==> config.mk <==
export PLATFORM = sky130hd
export DESIGN_NAME = smol_fetch_unit
export DESIGN_NICKNAME = d
export VERILOG_FILES = /design/src/rtl/smol_fetch_unit.sv
export SDC_FILE = /design/constraint.sdc
export NUM_CORES = 1
export LEC_CHECK = 0
export BUFFER_PORTS_ARGS = -buffer_cell sky130_fd_sc_hd__buf_2
export CAP_MARGIN = 15
export CORE_ASPECT_RATIO = 0.7
export CORE_UTILIZATION = 61
export CTS_BUF_LIST = sky130_fd_sc_hd__clkbuf_16
export DETAILED_ROUTE_END_ITERATION = 12
export PLACE_DENSITY = 0.84
export REMOVE_ABC_BUFFERS = 1
export SETUP_SLACK_MARGIN = 0.05
export SLEW_MARGIN = 5
export SYNTH_ARGS = -nofsm -noshare
export SYNTH_HDL_FRONTEND = slang
export SYNTH_SLANG_ARGS = --single-unit
==> constraint.sdc <==
create_clock -name clk -period 4.7 [get_ports clk]
set_input_delay 0 -clock clk [delete_from_list [all_inputs] [get_ports clk]]
set_output_delay 0 -clock clk [all_outputs]
set_load 0.005 [all_outputs]
==> src/rtl/smol_fetch_unit.sv <==
// SmolCore fetch stage: PC, credit-limited imem requests, in-order responses into a prefetch FIFO.
// Define SMOL_FETCH_BYPASS_EN to forward a response straight to the decoder when the FIFO is empty.
module smol_fetch_unit #(
  parameter logic [31:0] RESET_PC = 32'h0000_0000,
  parameter int          DEPTH    = 2
) (
  input  logic        clk,
  input  logic        rst_n,
  output logic        imem_req_valid,
  input  logic        imem_req_ready,
  output logic [31:0] imem_req_addr,
  input  logic        imem_rsp_valid,
  input  logic [31:0] imem_rsp_data,
  input  logic        redirect_valid,
  input  logic [31:0] redirect_pc,
  output logic        instr_valid,
  input  logic        instr_ready,
  output logic [31:0] instr,
  output logic [31:0] instr_pc
);
  localparam int AW = $clog2(DEPTH);
  localparam int CW = $clog2(DEPTH + 1);
  localparam logic [CW:0] DEPTH_C = (CW+1)'(DEPTH);

  logic          r_run;
  logic [31:0]   r_fetch_pc;
  logic [CW-1:0] r_inflight, r_drop, r_cnt;
  logic [AW-1:0] r_rd, r_wr, r_pq_rd, r_pq_wr;
  logic [31:0]   r_fifo_pc [DEPTH];
  logic [31:0]   r_fifo_w  [DEPTH];
  logic [31:0]   r_pq      [DEPTH];

  logic          w_fifo_ne, w_rsp_live, w_byp, w_pop, w_push, w_free, w_acc;
  logic [CW:0]   w_used;
  logic          w_unused;

  assign w_unused   = ^redirect_pc[1:0];
  assign w_fifo_ne  = (r_cnt != '0);
  assign w_rsp_live = imem_rsp_valid && (r_drop == '0) && !redirect_valid;
`ifdef SMOL_FETCH_BYPASS_EN
  assign w_byp      = w_rsp_live && !w_fifo_ne;
`else
  assign w_byp      = 1'b0;
`endif

  assign instr_valid = w_fifo_ne || w_byp;
  assign instr       = w_byp ? imem_rsp_data  : r_fifo_w[r_rd];
  assign instr_pc    = w_byp ? r_pq[r_pq_rd]  : r_fifo_pc[r_rd];

  assign w_pop  = w_fifo_ne && instr_ready;
  assign w_push = w_rsp_live && !(w_byp && instr_ready);
  assign w_free = w_pop || (w_byp && instr_ready);

  // A slot leaving the FIFO this cycle is a usable credit, so L=1 / DEPTH=2 streams at full rate.
  assign w_used         = {1'b0, r_inflight} + {1'b0, r_cnt};
  assign imem_req_valid = r_run && !redirect_valid &&
                          ((w_used < DEPTH_C) || ((w_used == DEPTH_C) && w_free));
  assign imem_req_addr  = r_fetch_pc;
  assign w_acc          = imem_req_valid && imem_req_ready;

  always_ff @(posedge clk or negedge rst_n) begin
    if (!rst_n) begin
      r_run      <= 1'b0;
      r_fetch_pc <= RESET_PC;
      r_inflight <= '0;
      r_drop     <= '0;
      r_cnt      <= '0;
      r_rd       <= '0;
      r_wr       <= '0;
      r_pq_rd    <= '0;
      r_pq_wr    <= '0;
      for (int i = 0; i < DEPTH; i++) begin
        r_fifo_pc[i] <= '0;
        r_fifo_w[i]  <= '0;
        r_pq[i]      <= '0;
      end
    end else begin
      r_run      <= 1'b1;
      r_inflight <= r_inflight + CW'(w_acc) - CW'(imem_rsp_valid);
      if (redirect_valid) begin
        // Everything still outstanding after this cycle is stale, including earlier drops.
        r_fetch_pc <= {redirect_pc[31:2], 2'b00};
        r_drop     <= r_inflight - CW'(imem_rsp_valid);
        r_cnt      <= '0;
        r_rd       <= '0;
        r_wr       <= '0;
        r_pq_rd    <= '0;
        r_pq_wr    <= '0;
      end else begin
        if (w_acc) begin
          r_fetch_pc     <= r_fetch_pc + 32'd4;
          r_pq[r_pq_wr]  <= r_fetch_pc;
          r_pq_wr        <= r_pq_wr + 1'b1;
        end
        if (imem_rsp_valid && (r_drop != '0))
          r_drop <= r_drop - 1'b1;
        if (w_rsp_live)
          r_pq_rd <= r_pq_rd + 1'b1;
        if (w_push) begin
          r_fifo_pc[r_wr] <= r_pq[r_pq_rd];
          r_fifo_w[r_wr]  <= imem_rsp_data;
          r_wr            <= r_wr + 1'b1;
        end
        if (w_pop)
          r_rd <= r_rd + 1'b1;
        r_cnt <= r_cnt + CW'(w_push) - CW'(w_pop);
      end
    end
  end

  a_fifo_no_overflow: assert property (@(posedge clk) disable iff (!rst_n)
    (w_push && !w_pop) |-> (r_cnt != CW'(DEPTH)));

endmodule
==> impl_metrics.ini, run 1 <==
[yosys]
ys_seq_area_frac = 0.546
yosys_warnings = 0
netlist_instances = 856
netlist_area_um2 = 10300
synth-edff-count = 0
yosys_most_used_dff = dfrtp_1
async_flop_share = 1.00
synth_top_cell_area_share = 0.546
yosysTopAreaCell = dfrtp_1
synth.area.top_cells = dfrtp_1, mux2_2, mux2i_1, nand2_1, o21ai_0
avgSynthCellArea_um2 = 12.1
synth_cell_types = 50
ys_ff_latch = 225

[layout]
final_cells = 1299
antenna_cells = 0
fin_nets = 1141
final_common_cell = dfrtp_1
final_area_um2 = 12500
mostFrequentLayoutCells = dfrtp_1, mux2_2, buf_2
drive_above_1_share = 0.371
syn_to_final_growth_pct = 21.5
final_util = 0.762

[global_route]
grt_first_pass_wirelength_mm = 38.6
track_usage = 0.281
grt_max_degree = 137
grt-ovfl-total = 0
antenna_found_initial = 0
grt_pass1_vias = 7503

[sta]
finClkSkew_ns = 0.00850
fin_crit_ns = 3.23
finalSetupViolCount = 0
worst_slew_pin_slew_ns = 1.03
relSlewSlack = 0.315
fin_crit_sh = 0.687
final_max_slew_viol_count = 0
final_hold_viol_count = 0
rsz0062_at_grt = no
fmax_ghz = 0.310
setup_tns_ns = 0

[status]
status = completed

[worst_setup_path]
slowest_stage = nand3b_1
critPathTopFamily = simple AND/OR/NAND/NOR gates
required_ns = 5.10
crit_chain = ha_1 -> fa_1 -> nand3b_1 -> nor2_1 -> nand2_1 -> ha_1 -> inv_1 -> ha_1 -> xnor2_1 -> xnor2_1
critPathMostFrequentCell = ha_1
crit_path_start_kind = flip-flop
crit_fanout = 12
arrival_ns = 3.63
crit_buf_inv = 1
cpPeakStageDelay_ns = 0.53
cp-end-kind = flip-flop
crit_type = flip-flop to flip-flop

[detailed_routing]
first_iter_violations = 517
drt_pass1_iterations = 5
wirelength_mm = 23.7
routed_via_density = 5.72
drc = 0
wl_per_cell_um = 18.3
postRouteAntennaNets = 0
vias = 7424

[pwr]
power.density_nw_per_um2 = 566
power.leakage_uw = 0.00581
peakVddDrop_mv = 0.355

[floorplanning]
die_h_um = 111
rows = 39
core_area_um2 = 16400
die_w_um = 157
die_area_um2 = 17400
io_pins = 168
start_util = 0.627

[clock_network]
cts_tree = yes
numCtsBuffers = 21
post-cts-setup-buffer-count = 0
worstSkewPairLatency_ns = 0.49
clockBufferDepth = 3
path_clk_slew_ns = 0.06
cts.htree.levels = 1
postCtsResizedCells = 0
cts-root-buf = clkbuf_16
clock_sinks = 225

[flow_run]
cap_violations = 0

[placement]
dpl.hpwl_mm = 15.0
port_buffers = 161
dpl_cell_area_um2 = 11200
dp_cells = 1199
gp_congestion = 0.877

[hold_path]
hp-class = input pin to flip-flop
[report_power, final]
group          internal (µW)  leakage [µW]  switching, µW
registers               2690       0.00286            508
clock network            969      0.000351            696
logic                   1250       0.00260            971
[registers in the layout, summed over array words and instances, names as in the netlist]
signal and cells:
r_pq 60, r_pq_wr 1, r_inflight 2, r_wr 1, r_pq_rd 1, r_rd 1
r_cnt 2, r_fifo_w 64, imem_req_addr 30, r_drop 2, r_fifo_pc 60, r_run 1
[cells by family after synthesis]
kind of cell,count (synthesis),share of synthesized area
DFF,225,0.546
muxes,219,0.235
and+or+nand+nor,197,0.0937
AOI/OAI and AO/OA,103,0.0529
buffers and inverters,71,0.0350
xor gates and xnor gates,30,0.0255
adders and majority gates,9,0.0116
other,2,0.000728
[metal layers]
layer	vias to the layer above	GRT usage	part of all wire
met1	3730	0.398	0.45
met5	-	0	0
li1	3403	-	-
met4	0	0.0673	0.020
met3	37	0.0512	0.063
met2	254	0.453	0.46
[repair_timing]
action | 4_1_cts | 5_1_grt
hold endpoints to repair | 233 | 0
endpoints found under the setup margin | 0 | 0
hold buffers | 65 | 0
[path summary, 6_finish.rpt]
| path | start | end | slack [ns] | cells past startpoint |
|---|---|---|---|---|
| worst max-delay path | r_cnt[0] | r_inflight[1] | 1.47 | 10 |
| worst min-delay path | redirect_valid | r_cnt[1] | 0.03 | 2 |
| worst max register to register | r_cnt[0] | r_inflight[1] | 1.47 | 10 |
| worst min register to register | r_fifo_pc[10] | r_fifo_pc[10] | 0.48 | 2 |
| max in group asynchronous | rst_n | r_pq_rd | 3.26 | 3 |
| min in group asynchronous | rst_n | r_fifo_w[1] | 0.16 | 2 |
[cell usage after synthesis (all sizes together) (5+ instances only)]
library cell and number:
nor3 9, nor4 11, inv 12, mux2 185
nor2 46, xor2 13, buf 30, nand4 16
nand2 78, o21ai 61, a21oi 32, xnor2 17
clkbuf 28, mux2i 34, ha 8, nor2b 5
dfrtp 225, nand3 15
[stage by stage]
| stage | hold slack, ns | setup WS (ns) | total power [µW] |
|---|---|---|---|
| after floorplan | -0.296 | 0.0638 | 4530 |
| after CTS | 0.0242 | 1.50 | 7100 |
| after global routing | 0.0637 | 1.26 | 7520 |
| after detailed placement | 0.182 | 1.54 | 5380 |
| final | 0.0341 | 1.47 | 7090 |
| after global placement | 0.188 | 1.63 | 5230 |
[worst reg2reg max path, cell delays in order, from the launching register on]
cell	delay (ns)
dfrtp_1	0.42
ha_1	0.21
fa_1	0.40
nand3b_1	0.53
nor2_1	0.34
nand2_1	0.31
ha_1	0.38
inv_1	0.04
ha_1	0.18
xnor2_1	0.17
xnor2_1	0.15
[final cells by class]
class | count | area (µm²)
Multi-Input combinational cell | 563 | 4360
Sequential cell | 225 | 5630
Timing Repair Buffer | 239 | 1560
Inverter | 12 | 45.0
Clock buffer | 21 | 526
Tap cell | 225 | 282
Fill cell | 1074 | 3910
Clock inverter | 14 | 133
Note: power is estimated with default switching activity, not from simulation.
==> run 2, diff against run 1 <==
--- a/config.mk
+++ b/config.mk
@@ -5,13 +5,14 @@
 export SDC_FILE = /design/constraint.sdc
 export NUM_CORES = 1
 export LEC_CHECK = 0
+export ABC_AREA = 1
 export BUFFER_PORTS_ARGS = -buffer_cell sky130_fd_sc_hd__buf_2
 export CAP_MARGIN = 15
 export CORE_ASPECT_RATIO = 0.7
-export CORE_UTILIZATION = 61
+export CORE_UTILIZATION = 52
 export CTS_BUF_LIST = sky130_fd_sc_hd__clkbuf_16
 export DETAILED_ROUTE_END_ITERATION = 12
-export PLACE_DENSITY = 0.84
+export PLACE_DENSITY = 0.76
 export REMOVE_ABC_BUFFERS = 1
 export SETUP_SLACK_MARGIN = 0.05
 export SLEW_MARGIN = 5
==> constraint.sdc (replaced) <==
create_clock -name clk -period 2.78 [get_ports clk]
set_input_delay 0 -clock clk [delete_from_list [all_inputs] [get_ports clk]]
set_output_delay 0 -clock clk [all_outputs]
set_load 0.005 [all_outputs]
==> impl_metrics.ini, run 2 <==
[sta]
finalSetupViolCount = 0
fin_hold_ws_ns = 0.0218
worst_slew_pin_slew_ns = 0.934
final_hold_viol_count = 0
fin_crit_ns = 2.46
fmax_ghz = 0.407
finClkSkew_ns = 0.0115
fin_crit_sh = 0.883
rsz0062_at_grt = no
final_max_slew_viol_count = 0
relSlewSlack = 0.377

[pwr]
pwr-share-comb = 0.320
power_switching_uw = 4280
power.leakage_uw = 0.00693
power.density_nw_per_um2 = 918
p_sw_frac = 0.356
clkPwrFrac = 0.231
peakVddDrop_mv = 0.479
p_int_uw = 7750
power.total_uw = 12000
p_seq_frac = 0.449

[yosys]
yosys_warnings = 0
yosys_most_used_dff = dfrtp_1
synth.area.top_cells = dfrtp_1, nand2_1, o21ai_0, inv_1, o21ai_1
avgSynthCellArea_um2 = 7.67
ys_seq_area_frac = 0.525
post-synth-top-count-cell = nand2_1
ys_ff_latch = 225
synth_top_cell_area_share = 0.525
synth-edff-count = 0
ys_top_cells_by_count = nand2_1, dfrtp_1, inv_1, o21ai_0, o21ai_1
yosysTopAreaCell = dfrtp_1
async_flop_share = 1.00
synth_cell_types = 28
netlist_instances = 1398
netlist_area_um2 = 10700

[worst_setup_path]
rr_worst_depth = 9
critPathTopFamily = simple AND/OR/NAND/NOR gates
crit_fanout = 36
slowest_stage = dfrtp_1
crit_type = flip-flop to flip-flop
crit_buf_inv = 2
crit_path_start_kind = flip-flop
cpPeakStageDelay_ns = 0.41
required_ns = 3.15
timing.rr.start = r_inflight[0]
r2r_setup_slack_ns = 0.32
crit_chain = ha_1 -> fa_1 -> nor3b_2 -> nand3_2 -> inv_2 -> nand2_2 -> buf_4 -> nand2_1 -> o21ai_1
cp-end-kind = flip-flop
arrival_ns = 2.82
rr_endpoint = r_pq[11]

[detailed_routing]
first_iter_violations = 776
wl_per_cell_um = 14.4
drc = 0
drt_pass1_iterations = 6
routed_via_density = 5.08
wirelength_mm = 27.2
postRouteAntennaNets = 0
vias = 9605

[floorplanning]
start_util = 0.536
die_h_um = 122
core_area_um2 = 20000
io_pins = 168
rows = 43
die_area_um2 = 21200
die_w_um = 174

[layout]
drive_above_1_share = 0.142
final_cells = 1890
final_common_cell = nand2_1
antenna_cells = 0
final_util = 0.655
final_area_um2 = 13100
mostFrequentLayoutCells = nand2_1, dfrtp_1, buf_2
top_register = r_fifo_w
fin_nets = 1689
largest_reg_flops = 64
syn_to_final_growth_pct = 22.2
largestRegisters = r_fifo_w x64, r_fifo_pc x60, r_pq x60

[clock_network]
cts-root-buf = clkbuf_16
cts_tree = yes
path_clk_slew_ns = 0.06
numCtsBuffers = 22
hold_buffers = 75
postCtsResizedCells = 0
post-cts-setup-buffer-count = 0
cts.htree.levels = 1
clock_sinks = 225
worstSkewPairLatency_ns = 0.50
clockBufferDepth = 3

[hold_path]
hp-start = imem_req_ready
hp-class = input pin to flip-flop
min_path_cells = 4
min_to = imem_req_addr[15]

[placement]
port_buffers = 161
dpl.hpwl_mm = 17.8
gp_congestion = 0.889
dp_cells = 1780
dpl_cell_area_um2 = 11700

[flow_run]
cap_violations = 0

[global_route]
grt-ovfl-total = 0
antenna_found_initial = 0
grt_max_degree = 93
track_usage = 0.260
grt_pass1_vias = 8768
grt_first_pass_wirelength_mm = 44.5

[status]
status = completed
## run 2: worst min-delay path: stages
cell     delay, ns
buf_2         0.10
nand3_2       0.20
nand3_1       0.10
nand3_1       0.08
## run 2: metal layers
metal	global-route usage	vias to the layer above	wire [µm]
met3	0.0434	38	1980
met1	0.388	4485	12700
met4	0.0548	0	525
met5	0	-	0
li1	-	4749	-
met2	0.402	333	11900
## run 2: per-stage QoR
stage	setup slack, ns	setup TNS [ns]
after floorplan	-0.411	-4.82
after global placement	0.426	0
after detailed placement	0.360	0
after CTS	0.335	0
after global routing	0.155	0
final	0.325	0
## run 2: worst max-delay path by stage
stage | from | to | slack [ns] | cells after the start
after global placement | r_inflight[0] | r_pq[19] | 0.43 | 9
after floorplan | r_rd | r_rd | -0.41 | 3
final | r_inflight[0] | r_pq[11] | 0.32 | 9
after detailed placement | r_inflight[0] | r_pq[11] | 0.36 | 9
after global routing | r_inflight[0] | r_pq[11] | 0.16 | 9
after CTS | r_inflight[0] | r_pq[11] | 0.34 | 9
## run 2: kinds of logic after synthesis
kind of cell	Yosys count	share of synthesized area
AOI/OAI and AO/OA	205	0.0957
xor gates and xnor gates	11	0.00899
adders and majority gates	9	0.0112
buffers and inverters	206	0.0847
DFF	225	0.525
other	2	0.000700
and+or+nand+nor	740	0.274
## run 2: final cells by class
| type | instances | area (µm²) |
|---|---|---|
| tap | 270 | 338 |
| clock inverter | 11 | 71.3 |
| inverter | 133 | 499 |
| timing repair buffer | 258 | 1790 |
| multi-input combinational | 970 | 4200 |
| sequential | 225 | 5630 |
| fill | 1719 | 6910 |
| clock buffer | 23 | 576 |
## run 2: power groups by stage
stage	registers [µW]	logic [µW]	clock network (µW)
2_1_floorplan	5320	2300	0
5_1_grt	5560	4450	2950
3_5_place_dp	5420	3780	0
4_1_cts	5390	3870	2830
3_3_place_gp	5360	3640	0
6_report	5400	3850	2770
